$ cat config.mk
export PLATFORM = sky130hd
export DESIGN_NAME = fanctrl_cfg_loader
export DESIGN_NICKNAME = d
export VERILOG_FILES = /design/src/rtl/fanctrl_cfg_loader_pkg.sv /design/src/rtl/fanctrl_cfg_loader_shifter.sv /design/src/rtl/fanctrl_cfg_loader.sv
export SDC_FILE = /design/constraint.sdc
export NUM_CORES = 1
export LEC_CHECK = 0
export CAP_MARGIN = 20
export CORE_UTILIZATION = 45
export DETAILED_ROUTE_END_ITERATION = 12
export DONT_BUFFER_PORTS = 1
export GPL_ROUTABILITY_DRIVEN = 0
export MAX_ROUTING_LAYER = met4
export SLEW_MARGIN = 20
export SYNTH_ARGS = -nofsm -noshare
export SYNTH_HDL_FRONTEND = slang
export SYNTH_HIERARCHICAL = 1
export SYNTH_SLANG_ARGS = --single-unit
$ cat constraint.sdc
create_clock -name clk_i -period 2.4 [get_ports clk_i]
set_input_delay 0.48 -clock clk_i [delete_from_list [all_inputs] [get_ports clk_i]]
set_output_delay 0.48 -clock clk_i [all_outputs]
set_load 0.1 [all_outputs]
$ cat src/rtl/fanctrl_cfg_loader_pkg.sv
// Shared definitions for the fan controller configuration loader: register
// addresses, frame lengths and FSM/mode encodings.
package fanctrl_cfg_loader_pkg;

  localparam logic [3:0] ADDR_A0     = 4'd0;
  localparam logic [3:0] ADDR_A1     = 4'd1;
  localparam logic [3:0] ADDR_B0     = 4'd2;
  localparam logic [3:0] ADDR_B1     = 4'd3;
  localparam logic [3:0] ADDR_B2     = 4'd4;
  localparam logic [3:0] ADDR_PERIOD = 4'd5;
  localparam logic [3:0] ADDR_MIN    = 4'd6;
  localparam logic [3:0] ADDR_LAST   = 4'd6;

  localparam int unsigned NUM_COEF       = 5;
  localparam int unsigned PERIOD_NIBBLES = 3;
  localparam int unsigned MIN_NIBBLES    = 2;

  typedef enum logic [1:0] {
    IDLE    = 2'd0,
    ADDR    = 2'd1,
    PAYLOAD = 2'd2,
    DISCARD = 2'd3
  } cfg_state_e;

  typedef enum logic {
    MODE_RUN    = 1'b0,
    MODE_CONFIG = 1'b1
  } cfg_mode_e;

  // Payload length in nibbles for a (valid) register address.
  function automatic int unsigned frame_nibbles(input logic [3:0] addr,
                                                input int unsigned coef_nibbles);
    if (addr == ADDR_PERIOD) return PERIOD_NIBBLES;
    if (addr == ADDR_MIN)    return MIN_NIBBLES;
    return coef_nibbles;
  endfunction

endpackage

$ cat src/rtl/fanctrl_cfg_loader_shifter.sv
// Payload assembler: MSB-first nibble shift register with a nibble down-counter
// that flags the final nibble of a frame.
module cfg_nibble_shifter #(
  parameter int unsigned DATA_W = 32,
  parameter int unsigned CNT_W  = 3
) (
  input  logic              clk_i,
  input  logic              rstn_i,
  input  logic              load,
  input  logic              shift,
  input  logic [CNT_W-1:0]  count_init,
  input  logic [3:0]        nibble,
  output logic [DATA_W-1:0] value_c,
  output logic              last_c
);

  logic [DATA_W-1:0] data_q;
  logic [CNT_W-1:0]  count_q;

  always_ff @(posedge clk_i or negedge rstn_i) begin
    if (!rstn_i) begin
      data_q  <= '0;
      count_q <= '0;
    end else if (load) begin
      data_q  <= '0;
      count_q <= count_init;
    end else if (shift) begin
      data_q  <= value_c;
      count_q <= count_q - CNT_W'(1);
    end
  end

  // Value including the nibble presented this cycle, so the last strobe can commit directly.
  assign value_c = DATA_W'({data_q, nibble});
  assign last_c  = (count_q == '0);

endmodule

$ cat src/rtl/fanctrl_cfg_loader.sv
// Nibble-serial configuration loader: stages framed writes in shadow registers
// and applies them atomically to the PID/PWM active registers on window exit.
module fanctrl_cfg_loader
  import fanctrl_cfg_loader_pkg::*;
#(
  parameter int unsigned REG_BITWIDTH = 32,
  parameter int unsigned ADC_BITWIDTH = 8,
  parameter int unsigned PERIOD_RST   = 399,
  parameter int unsigned MIN_RST      = 0
) (
  input  logic                    clk_i,
  input  logic                    rstn_i,
  input  logic                    config_en_i,
  input  logic                    strb_i,
  input  logic [3:0]              data_i,
  output logic [REG_BITWIDTH-1:0] a0_o,
  output logic [REG_BITWIDTH-1:0] a1_o,
  output logic [REG_BITWIDTH-1:0] b0_o,
  output logic [REG_BITWIDTH-1:0] b1_o,
  output logic [REG_BITWIDTH-1:0] b2_o,
  output logic [ADC_BITWIDTH:0]   pwm_period_o,
  output logic [ADC_BITWIDTH-1:0] pwm_min_o,
  output logic                    busy_o,
  output logic                    applied_o,
  output logic                    err_o
);

  localparam int unsigned COEF_NIBBLES = REG_BITWIDTH / 4;
  localparam int unsigned MAX_NIBBLES  = (COEF_NIBBLES > PERIOD_NIBBLES) ? COEF_NIBBLES
                                                                         : PERIOD_NIBBLES;
  localparam int unsigned CNT_W        = $clog2(MAX_NIBBLES);
  localparam int unsigned SR_W         = 4 * MAX_NIBBLES;
  localparam int unsigned PERIOD_W     = ADC_BITWIDTH + 1;
  localparam int unsigned MIN_W        = ADC_BITWIDTH;

  cfg_state_e state, state_next;
  logic       config_en_q;
  logic [2:0] addr_q;
  logic       rise_c, exit_c;
  logic       load, shift, shadow_we, apply, err_set;
  logic       err_q, applied_q, busy_q;

  logic [CNT_W-1:0] count_init;
  logic [SR_W-1:0]  value_c;
  logic             last_c;

  logic [REG_BITWIDTH-1:0] shadow_coef [NUM_COEF];
  logic [REG_BITWIDTH-1:0] active_coef [NUM_COEF];
  logic [PERIOD_W-1:0]     shadow_period, period_q;
  logic [MIN_W-1:0]        shadow_min, min_q;

  assign rise_c     = config_en_i & ~config_en_q;
  assign exit_c     = ~config_en_i & config_en_q;
  assign count_init = CNT_W'(frame_nibbles(data_i, COEF_NIBBLES) - 1);

  cfg_nibble_shifter #(
    .DATA_W (SR_W),
    .CNT_W  (CNT_W)
  ) u_shifter (
    .clk_i      (clk_i),
    .rstn_i     (rstn_i),
    .load       (load),
    .shift      (shift),
    .count_init (count_init),
    .nibble     (data_i),
    .value_c    (value_c),
    .last_c     (last_c)
  );

  always_ff @(posedge clk_i or negedge rstn_i) begin
    if (!rstn_i) begin
      state       <= IDLE;
      config_en_q <= 1'b0;
      addr_q      <= '0;
      err_q       <= 1'b0;
      applied_q   <= 1'b0;
      busy_q      <= 1'b0;
    end else begin
      state       <= state_next;
      config_en_q <= config_en_i;
      applied_q   <= apply;
      busy_q      <= (state_next == PAYLOAD);
      if (load) addr_q <= data_i[2:0];
      if (rise_c)       err_q <= 1'b0;
      else if (err_set) err_q <= 1'b1;
    end
  end

  // Window exit is decided before any strobe, so an exit-cycle strobe is dropped.
  always_comb begin
    state_next = state;
    load       = 1'b0;
    shift      = 1'b0;
    shadow_we  = 1'b0;
    apply      = 1'b0;
    err_set    = 1'b0;
    case (state)
      IDLE: begin
        if (rise_c) state_next = ADDR;
      end
      ADDR: begin
        if (exit_c) begin
          apply      = ~err_q;
          state_next = IDLE;
        end else if (strb_i) begin
          if (data_i <= ADDR_LAST) begin
            load       = 1'b1;
            state_next = PAYLOAD;
          end else begin
            err_set    = 1'b1;
            state_next = DISCARD;
          end
        end
      end
      PAYLOAD: begin
        if (exit_c) begin
          err_set    = 1'b1;
          state_next = IDLE;
        end else if (strb_i) begin
          shift = 1'b1;
          if (last_c) begin
            shadow_we  = 1'b1;
            state_next = ADDR;
          end
        end
      end
      DISCARD: begin
        if (exit_c) state_next = IDLE;
      end
      default: state_next = IDLE;
    endcase
  end

  // Shadow bank: holds the last completed write per address across windows.
  always_ff @(posedge clk_i or negedge rstn_i) begin
    if (!rstn_i) begin
      for (int i = 0; i < NUM_COEF; i++) shadow_coef[i] <= '0;
      shadow_period <= PERIOD_W'(PERIOD_RST);
      shadow_min    <= MIN_W'(MIN_RST);
    end else if (shadow_we) begin
      for (int i = 0; i < NUM_COEF; i++) begin
        if ({1'b0, addr_q} == 4'(i)) shadow_coef[i] <= value_c[REG_BITWIDTH-1:0];
      end
      if ({1'b0, addr_q} == ADDR_PERIOD) shadow_period <= value_c[PERIOD_W-1:0];
      if ({1'b0, addr_q} == ADDR_MIN)    shadow_min    <= value_c[MIN_W-1:0];
    end
  end

  // Active bank: only changes as a whole, so FanCTRL never sees a torn set.
  always_ff @(posedge clk_i or negedge rstn_i) begin
    if (!rstn_i) begin
      for (int i = 0; i < NUM_COEF; i++) active_coef[i] <= '0;
      period_q <= PERIOD_W'(PERIOD_RST);
      min_q    <= MIN_W'(MIN_RST);
    end else if (apply) begin
      for (int i = 0; i < NUM_COEF; i++) active_coef[i] <= shadow_coef[i];
      period_q <= shadow_period;
      min_q    <= shadow_min;
    end
  end

  assign a0_o         = active_coef[0];
  assign a1_o         = active_coef[1];
  assign b0_o         = active_coef[2];
  assign b1_o         = active_coef[3];
  assign b2_o         = active_coef[4];
  assign pwm_period_o = period_q;
  assign pwm_min_o    = min_q;
  assign busy_o       = busy_q;
  assign applied_o    = applied_q;
  assign err_o        = err_q;

endmodule

# == Yosys cells after proc, flatten, opt, wreduce, memory -nomap -nowiden ==
# Cells that the tools add are included.
# word_totals
register_bits,394
output_inout_bits,180
# classes
n_addsub,2
order_cmp,1
n_eq_ne,12
n_mux,40
bitwise_logic,5
n_reduce_logical,12
# op_table
op,n
$mux 28,2
$mux 1,23
$mux 2,9
$reduce_and 2->1,7
$mux 3,4
$eq 3x3->1 const B,3
$eq 4x3->1 const B,2
$pmux 2 s4,1
$eq 2x2->1 const B,3
$eq 3x2->1 const B,2
$logic_not 3->1,2
$sub 3x1->3 const B,2
$le 4x3->1 const B,1
$reduce_bool 2->1,2
$eq 3x1->1 const B,1
$not 1->1,3
$and 1x1->1,2
$eq 2x1->1 const B,1
$logic_not 2->1,1
$pmux 1 s2,1

# == Depth between registers and ports, before layout ==
# Gate-level depths: netlist (run 1).
# logic_depth
word_depth,7
mapped_depth,9

# == Hierarchy ==
# Netlist (run 1), hierarchy kept.
# modules_own_cells
mod,n_inst,cells_per_inst,area_each_um2
fanctrl_cfg_loader,1,808,13953.4
cfg_nibble_shifter,1,115,1376.3

# == Worst setup path before layout (run 1) ==
# No wires, ideal clock.
# synth_timing
path_type,reg2reg
startpoint,register u_shifter.count_q[0]
endpoint,register shadow_coef[33] (netlist bit)
setup_time_ps,125
arrival_time_ps,1886
t_required_ps,2275
path_slack_ps,389
stages_incl_launch_ff,10
path_buffers,2
period_less_slack_ps,2011
cell_sequence,dfrtp_1 -> inv_1 -> ha_1 -> ha_1 -> and2_2 -> and4b_4 -> and3_4 -> buf_8 -> buf_12 -> mux2_4
# synth_between
elab_chain_cells,6
# synth_rtl
element,line,rtl
from (decl),fanctrl_cfg_loader_shifter.sv:18,logic [CNT_W-1:0] count_q;
from (signal assigned),fanctrl_cfg_loader_shifter.sv:26,count_q <= count_init;
from (signal assigned),fanctrl_cfg_loader_shifter.sv:29,count_q <= count_q - CNT_W'(1);
$logic_not 3->1,fanctrl_cfg_loader_shifter.sv:35,assign last_c = (count_q == '0);
named net last_c,fanctrl_cfg_loader.sv:45,logic last_c;
$mux 1,fanctrl_cfg_loader.sv:121,if (last_c) begin
$mux 1,fanctrl_cfg_loader.sv:119,end else if (strb_i) begin
$mux 1,fanctrl_cfg_loader.sv:116,if (exit_c) begin
$mux 1,fanctrl_cfg_loader.sv:97,case (state)
$reduce_and 2->1 (no source line),n/a,
"to (signal, indexed assignment)",fanctrl_cfg_loader.sv:142,"if ({1'b0, addr_q} == 4'(i)) shadow_coef[i] <= value_c[REG_BITWIDTH-1:0];"
to (decl),fanctrl_cfg_loader.sv:47,logic [REG_BITWIDTH-1:0] shadow_coef [NUM_COEF];
# The timed path passes the listed nets, and every way through them passes these cells.
# A chain may end at the register's enable or synchronous reset.

# == Final worst setup path (run 1) ==
# layout_timing
startpoint,register u_shifter.count_q[0]
endpoint,register shadow_coef[48] (netlist bit)
# The elaborated chain is that of the path after synthesis.

==> results.cfg, run 1 <==
[clock_tree]
cts_buffer_depth = 3
cts-hold-fix-buffers = 1
cts-resized-gates = 0
post_cts_setup_buffer_count = 0
clock_tree.root_cell = clkbuf_16
htree_levels = 2
numClockSinks = 394
clock_latency_ps = 520
numCtsBuffers = 41
cts.reportedPaths.clkPinSlew_ps = 60
cts_tree = yes

[worst_setup_path]
critical_path.n_buffers_inverters = 2
startpoint_type = flop
worst_path_largest_cell_delay_ps = 390
series_of_cell_instances_along_the_critical_path = inv_1, ha_1, ha_1, and2_2, and4b_4, and3_4, buf_12, mux2_4
timing.critical_path.required_ps = 2800
cp_common_cell = ha_1
worst-endpoint-arrival_ps = 2600
path_max_fanout = 15
worst_path_dominant_cell_family = simple AND/OR/NAND/NOR gates
cp-end-kind = flop
cp_slowest_cell = dfrtp_1
setup.worst_path.class = reg -> reg

[timing]
rsz0062_at_grt = false
timing.final.max_slew_violations = 0
holdWs_ps = -339
setup_tns_ps = 0
clock_skew_ps = 16.7
achievable_clock_frequency_ghz = 0.455
fin_crit_sh = 0.916
worstMarginPinSlew_ps = 972
finalSetupViolCount = 0
worst_slew_margin_rel = 0.352
finalWorstPathRequiredPeriod_ps = 2200
timing.final.hold_violations = 382

[status]
run_status = finished with violations
violated_checks = hold timing

[die]
starting_density_of_the_core = 0.457
design.core.area_mm2 = 0.0335
die_h_um = 187
design.portCount = 188
die_w_um = 187
design.die.area_mm2 = 0.0348
placementRows = 67

[routing]
drt-initial-drc-count = 339
wl_per_cell_um = 21.2
drtAntennaViolNets = 0
detail_route.wirelength_um = 30100
firstDrtPassIters = 4
viasPerCell = 5.27
drc_violations_left = 0
via_count = 7481

[logic_synthesis]
synthesis.area_mm2 = 0.0153
synth.ff_latch_count = 394
yosys-top-cells-area = dfrtp_1 (62%), mux2_2 (16%), mux2_1 (8.2%)
yosysMostFrequentCell = dfrtp_1
ys_seq_area_frac = 0.644
synthesis.instances = 923
syn_avg_cell_area_um2 = 16.6
nets_in_the_synthesized_netlist = 937
yosys_warnings = 6
synth_top_cells_by_count = dfrtp_1 (382), mux2_2 (216), mux2_1 (111)
ys_types = 45
async_reset_ff_frac = 1.00
synth_ff_type = dfrtp_1
yosysTopAreaCellShare = 0.624
dominant_cell_type_by_area_after_synthesis = dfrtp_1
synth_edf_count = 0

[global_routing]
grt_start_max_net_pins = 395
grt.overflow.total = 0
globalRouteTotalUtil = 0.184
initial_antenna_violation_count = 0
grt_pass1_vias = 8051
grt_first_pass_wirelength_um = 48900

[layout]
filler_cell_count = 2861
layout.nets = 954
fin_util = 0.511
area_grow_syn2layout_pct = 11.8
final_cell_count_no_fill = 1419
diodes = 0
final_layout_size_suffix_gt1_frac = 0.367

[flow_run]
cap_violations = 0

[placed_design]
place.detailed.instances = 1344
placed_wire_length_estimate_um = 18400
port-buffer-count = 0

[pwr]
leakage_nw = 8.73
power-per-cell-area_mw_per_mm2 = 903
ir_worst_vdd_mv = 0.577

[hold_path]
holdCritPathClass = in -> async
[area by class of cell]
type | count | area (µm²) | area share
sequential | 394 | 9870 | 0.576
clock buffer | 63 | 1210 | 0.0706
multi-input combinational | 472 | 5030 | 0.293
inverter | 5 | 18.8 | 0.00110
timing repair buffer | 26 | 373 | 0.0218
tap | 448 | 561 | 0.0327
clock inverter | 11 | 72.6 | 0.00423
[sequential cells by signal, indices dropped and copies added, names as in the netlist, 28 cells and up]
| name | cells |
|---|---|
| a0_o | 32 |
| a1_o | 32 |
| b0_o | 32 |
| b1_o | 32 |
| b2_o | 32 |
| shadow_coef | 160 |
| u_shifter/data_q | 28 |
[stage by stage]
step	power [mW]	cell area (µm²)	hold WS, ps	setup slack [ps]
3_3_place_gp	9.65	15800	203	212
5_1_grt	16.1	17100	-355	106
2_1_floorplan	9.26	15300	184	389
4_1_cts	15.7	17100	-345	169
3_5_place_dp	9.67	15800	200	194
6_report	15.5	17100	-339	201
[cells in the final DEF (no fill, tap or decap), types with 2 or more instances in the layout]
| master | instances |
|---|---|
| dfrtp_1 | 382 |
| mux2_2 | 216 |
| mux2_1 | 111 |
| clkbuf_16 | 42 |
| nor2_1 | 31 |
| mux2_4 | 30 |
| mux2i_1 | 28 |
| buf_12 | 14 |
| clkbuf_1 | 13 |
| dfstp_2 | 12 |
| buf_4 | 11 |
| clkbuf_8 | 8 |
| clkinv_2 | 8 |
| nand2b_1 | 6 |
| ha_1 | 6 |
| inv_1 | 5 |
| nor2b_1 | 5 |
| a31oi_1 | 3 |
| a211oi_1 | 3 |
| o21a_1 | 2 |
| o22ai_1 | 2 |
| nand2_1 | 2 |
| nor3b_4 | 2 |
| nand3b_4 | 2 |
| o31a_1 | 2 |
[report_power, final]
group	leakage (nW)	switching, mW	internal [mW]
clock	0.633	2.48	3.48
combinational	2.67	0.674	0.613
sequential	5.43	1.24	7.00
[path summary, 6_finish.rpt]
path	cells past startpoint	slack [ps]	from	endpoint
max	8	200	u_shifter/count_q[0]	shadow_coef[48]
min	0	-340	rstn_i	a0_o[25]
max reg2reg	8	200	u_shifter/count_q[0]	shadow_coef[48]
min reg2reg	1	480	shadow_coef[6]	shadow_coef[6]
max in group asynchronous	0	2200	rstn_i	a1_o[15]
min in group clk_i	1	50	config_en_i	err_o
[cells by family after synthesis]
logic type	after synthesis	share of synthesized area
buf+inv	57	0.0279
mux	385	0.288
fa+ha+maj	6	0.00490
simple gates	62	0.0260
compound gates	18	0.00865
xor+xnor	1	0.000571
flops	394	0.644
[worst register-to-register path: cells and delay by family (launching register included)]
kind,cells,cell delay [ps]
simple gates,3,790
buf+inv,2,270
fa+ha+maj,2,310
mux,1,330
flops,1,390
[layer usage]
layer  GRT usage  share of wire  up-vias
met1       0.249           0.46     3999
li1            -              -     3293
met5           -              0        -
met4      0.0410          0.014        0
met2       0.273           0.46      152
met3      0.0560          0.067       37
Power figures use the tool's default switching activity.
==> run 2: changes to the inputs <==
--- a/config.mk
+++ b/config.mk
@@ -10,7 +10,6 @@
 export DETAILED_ROUTE_END_ITERATION = 12
 export DONT_BUFFER_PORTS = 1
 export GPL_ROUTABILITY_DRIVEN = 0
-export MAX_ROUTING_LAYER = met4
 export SLEW_MARGIN = 20
 export SYNTH_ARGS = -nofsm -noshare
 export SYNTH_HDL_FRONTEND = slang
==> run 2 against run 1 <==
Global-route usage decreased by 0.59 points; clock power about the same; sequential power hardly changed; sequential share of layout area is the same; the flow still finishes with violations (hold timing); worst hold slack improved by 1.0 ps; maximum frequency fell by 0.62%; cell count is the same; sequential cell count unchanged; clock skew down 5.3 ps; core utilization stayed put; largest cell class unchanged.
==> results.cfg, run 2 (synthesis results as in run 1) <==
[die]
die_h_um = 187
design.core.area_mm2 = 0.0335
placementRows = 67
design.portCount = 188
design.die.area_mm2 = 0.0348
starting_density_of_the_core = 0.457
die_w_um = 187

[clock_tree]
htree_levels = 2
cts.reportedPaths.clkPinSlew_ps = 60
clock_tree.root_cell = clkbuf_16
cts-resized-gates = 0
numCtsBuffers = 41
cts_tree = yes
post_cts_setup_buffer_count = 0
cts-hold-fix-buffers = 1
cts_buffer_depth = 3
numClockSinks = 394
clock_latency_ps = 520

[pwr]
report.power.total_mw = 15.5
ir_worst_vdd_mv = 0.575
leakage_nw = 8.73
power-per-cell-area_mw_per_mm2 = 903

[placed_design]
port-buffer-count = 0
placed_wire_length_estimate_um = 18400
pre_cts_slack_ps = 194

[layout]
final_layout_size_suffix_gt1_frac = 0.367
diodes = 0
area_grow_syn2layout_pct = 11.8
layout.cells.most_common = dfrtp_1
largest_register_ff_count = 160
layout.nets = 954
mostFrequentLayoutCells = dfrtp_1 (382), mux2_2 (216), mux2_1 (111)
filler_cell_count = 2861
largest_register = shadow_coef

[timing]
timing.final.hold_violations = 382
achievable_clock_frequency_ghz = 0.452
worstMarginPinSlew_ps = 971
finalWorstPathRequiredPeriod_ps = 2210
setup_tns_ps = 0
finalSetupViolCount = 0
holdWs_ps = -338
setup_ws_ps = 187
worst_slew_margin_rel = 0.352
timing.final.max_slew_violations = 0
fin_crit_sh = 0.922
clock_skew_ps = 11.3
rsz0062_at_grt = false

[status]
violated_checks = hold timing
run_status = finished with violations

[routing]
viasPerCell = 5.25
drc_violations_left = 0
firstDrtPassIters = 4
via_count = 7443
wl_per_cell_um = 21.2
drt-initial-drc-count = 341
drtAntennaViolNets = 0
detail_route.wirelength_um = 30000

[worst_setup_path]
path_max_fanout = 15
critical_path.n_buffers_inverters = 2
series_of_cell_instances_along_the_critical_path = inv_1, ha_1, ha_1, and2_2, and4b_4, and3_4, buf_12, mux2_4
worst_path_largest_cell_delay_ps = 390
cp_slowest_cell = dfrtp_1
startpoint_type = flop
worst-endpoint-arrival_ps = 2610
cp_common_cell = ha_1
timing.critical_path.required_ps = 2800
cp-end-kind = flop
setup.worst_path.class = reg -> reg
worst_path_dominant_cell_family = simple AND/OR/NAND/NOR gates

[global_routing]
top_usage_layer = met2
global_route.usage.met2 = 0.274
grt_start_max_net_pins = 395
grt.overflow.total = 0
grt_first_pass_wirelength_um = 48900
grt_pass1_vias = 8052
globalRouteTotalUtil = 0.178
groute.layer.met1.usage = 0.246
grt.met3_usage = 0.0581
initial_antenna_violation_count = 0

[hold_path]
holdCritPathClass = in -> async

[flow_run]
cap_violations = 0
run 2: per-stage QoR:
step            util  std cells  area (µm²)
6_report       0.511       1419       17100
5_1_grt        0.511       1419       17100
4_1_cts        0.511       1419       17100
3_5_place_dp   0.473       1344       15800
3_3_place_gp   0.473       1344       15800
2_1_floorplan      -        923       15300
run 2: cell type report:
class	count	area, µm²	share of cell area
flip-flops and latches	394	9870	0.576
repair buffers	26	373	0.0218
well taps	448	561	0.0327
clock buffers	63	1210	0.0706
multi-input cells	472	5030	0.293
clock inverters	11	72.6	0.00423
inverters	5	18.8	0.00110
run 2: power breakdown:
part | switching, mW | leakage [nW] | internal, mW
clock network | 2.47 | 0.633 | 3.48
logic | 0.674 | 2.67 | 0.613
registers | 1.25 | 5.43 | 7.00
run 2: metal layers:
layer | vias to the layer above | share of wire
met5 | - | 0
met3 | 39 | 0.071
met2 | 154 | 0.46
met1 | 3960 | 0.46
met4 | 0 | 0.015
li1 | 3290 | -
run 2: worst paths after layout:
check                                          start              endpoint  slack, ps  depth (start not counted)
worst max-delay path            u_shifter/count_q[0]       shadow_coef[48]        190                          8
worst min-delay path                          rstn_i              b2_o[23]       -340                          0
worst max register to register  u_shifter/count_q[0]       shadow_coef[48]        190                          8
worst min register to register        shadow_coef[6]        shadow_coef[6]        480                          1
max in group asynchronous                     rstn_i  u_shifter/data_q[13]       2080                          0
min in group clk_i                       config_en_i                 err_o         40                          1
==> run 3: changes to the inputs <==
--- a/config.mk
+++ b/config.mk
@@ -10,6 +10,7 @@
 export DETAILED_ROUTE_END_ITERATION = 12
 export DONT_BUFFER_PORTS = 1
 export GPL_ROUTABILITY_DRIVEN = 0
+export SETUP_SLACK_MARGIN = 0.15
 export SLEW_MARGIN = 20
 export SYNTH_ARGS = -nofsm -noshare
 export SYNTH_HDL_FRONTEND = slang
==> run 3 against run 2 <==
The flow still finishes with violations (hold timing); critical path depth stayed put; total power about the same; core utilization up 0.20 points; worst hold slack is essentially flat; sequential cell count unchanged; clock power hardly changed; sequential share of layout area fell by 0.22 points; combinational power barely moved; maximum frequency rose by 2.3%; critical endpoint unchanged.
==> results.cfg, run 3 (synthesis results as in run 1) <==
[timing]
rsz0062_at_grt = false
worstMarginPinSlew_ps = 971
finalSetupViolCount = 0
worst_slew_margin_rel = 0.353
clock_skew_ps = 10.8
holdWs_ps = -338
timing.final.hold_violations = 382
setup_ws_ps = 237
setup_tns_ps = 0
fin_crit_sh = 0.901
finalWorstPathRequiredPeriod_ps = 2160
timing.final.max_slew_violations = 0
achievable_clock_frequency_ghz = 0.462

[pwr]
pwr-share-comb = 0.083
power.clock.fraction = 0.385
ir_worst_vdd_mv = 0.575
power-per-cell-area_mw_per_mm2 = 901
internal_power_mw = 11.1
p_seq_frac = 0.532
power_spent_charging_and_discharging_nets_mw = 4.40
leakage_nw = 8.78
switching_share = 0.284

[routing]
firstDrtPassIters = 4
wl_met2_um = 13700
via_count = 7479
detail_route.wirelength.met1_um = 13800
drtAntennaViolNets = 0
detail_route.wirelength_um = 30100
drt-initial-drc-count = 369
drc_violations_left = 0
wl_per_cell_um = 21.1
viasPerCell = 5.24
met3RoutedLength_um = 2110
highest_metal_layer_with_signal_wires = met4

[layout]
layout.cells.most_common = dfrtp_1
mostFrequentLayoutCells = dfrtp_1 (382), mux2_2 (216), mux2_1 (111)
area_grow_syn2layout_pct = 12.2
diodes = 0
layout.nets = 961
largest_register = shadow_coef
final_layout_size_suffix_gt1_frac = 0.371
final_cell_count_no_fill = 1426
post-route-cell-area_mm2 = 0.0172
largest_register_ff_count = 160

[placed_design]
placed_wire_length_estimate_um = 18400
port-buffer-count = 0
detailed_place.area_mm2 = 0.0158
pre_cts_slack_ps = 194
place.detailed.instances = 1344

[global_routing]
grt_first_pass_wirelength_um = 48900
grt.overflow.total = 0
grt_pass1_vias = 8052
globalRouteTotalUtil = 0.178
initial_antenna_violation_count = 0
grt_start_max_net_pins = 395

[clock_tree]
clock_latency_ps = 520
cts.reportedPaths.clkPinSlew_ps = 60
numCtsBuffers = 41
cts-hold-fix-buffers = 1
numClockSinks = 394
cts_tree = yes
clock_tree.root_cell = clkbuf_16
htree_levels = 2
cts_buffer_depth = 3

[die]
placementRows = 67
design.portCount = 188
design.core.area_mm2 = 0.0335
die_h_um = 187
die_w_um = 187
design.die.area_mm2 = 0.0348
starting_density_of_the_core = 0.457

[worst_setup_path]
worst_path_dominant_cell_family = simple AND/OR/NAND/NOR gates
cp_common_cell = ha_1
critical_path.n_buffers_inverters = 2
cp-end-kind = flop
startpoint_type = flop
cp_slowest_cell = dfrtp_1
timing.critical_path.required_ps = 2800
setup.worst_path.class = reg -> reg
path_max_fanout = 15
worst_path_largest_cell_delay_ps = 390
worst-endpoint-arrival_ps = 2560
series_of_cell_instances_along_the_critical_path = inv_1, ha_1, ha_1, and2_2, and4b_4, and3_4, buf_12, mux2_4

[hold_path]
holdCritPathClass = in -> async

[status]
violated_checks = hold timing
run_status = finished with violations

[flow_run]
cap_violations = 0
run 3: cell types whose count changed in the layout (fill, tap and decap cells not counted):
cell       previous run  this run
buf_4                11        17
a2111oi_0             1         0
a2111oi_1             0         1
buf_12               14        15
run 3: power by group through the flow:
stage / Sequential (mW) / Clock, mW / Combinational (mW)
after floorplan: 8.24 / 0 / 1.02
after detailed placement: 8.38 / 0 / 1.30
after CTS: 8.26 / 6.16 / 1.30
after global routing: 8.31 / 6.41 / 1.43
final: 8.24 / 5.96 / 1.29
after global placement: 8.37 / 0 / 1.27
run 3: cell type report:
| cell class | count | area, µm² |
|---|---|---|
| inverter | 5 | 18.8 |
| fill | 2855 | 16300 |
| tap | 448 | 561 |
| sequential | 394 | 9870 |
| multi-input combinational | 472 | 5030 |
| clock inverter | 11 | 72.6 |
| clock buffer | 63 | 1210 |
| timing repair buffer | 33 | 438 |
run 3: repair_timing:
action / in CTS / in global routing
endpoints found under the hold margin: 395 / 394
resized for setup: 0 / 1
setup endpoints to repair: 0 / 38
buffers inserted: 0 / 7
run 3: stage by stage:
step / util / total power, mW
CTS: 0.511 / 15.7
detailed placement: 0.473 / 9.67
finish: 0.513 / 15.5
global route: 0.513 / 16.2
global placement: 0.473 / 9.65
floorplan: - / 9.26
run 3: worst paths after layout:
check | start | endpoint | slack (ps) | depth (start not counted)
worst max-delay path | u_shifter/count_q[0] | shadow_coef[48] | 240 | 8
worst max register to register | u_shifter/count_q[0] | shadow_coef[48] | 240 | 8
max in group asynchronous | rstn_i | u_shifter/data_q[13] | 2120 | 0
worst min register to register | shadow_coef[6] | shadow_coef[6] | 480 | 1
worst min-delay path | rstn_i | b2_o[23] | -340 | 0
min in group clk_i | config_en_i | err_o | 40 | 1
run 3: per-layer routing:
metal | GRT usage | vias up
met5 | 0 | -
met4 | 0.0410 | 0
met3 | 0.0581 | 38
met2 | 0.274 | 155
met1 | 0.246 | 3981
li1 | - | 3305
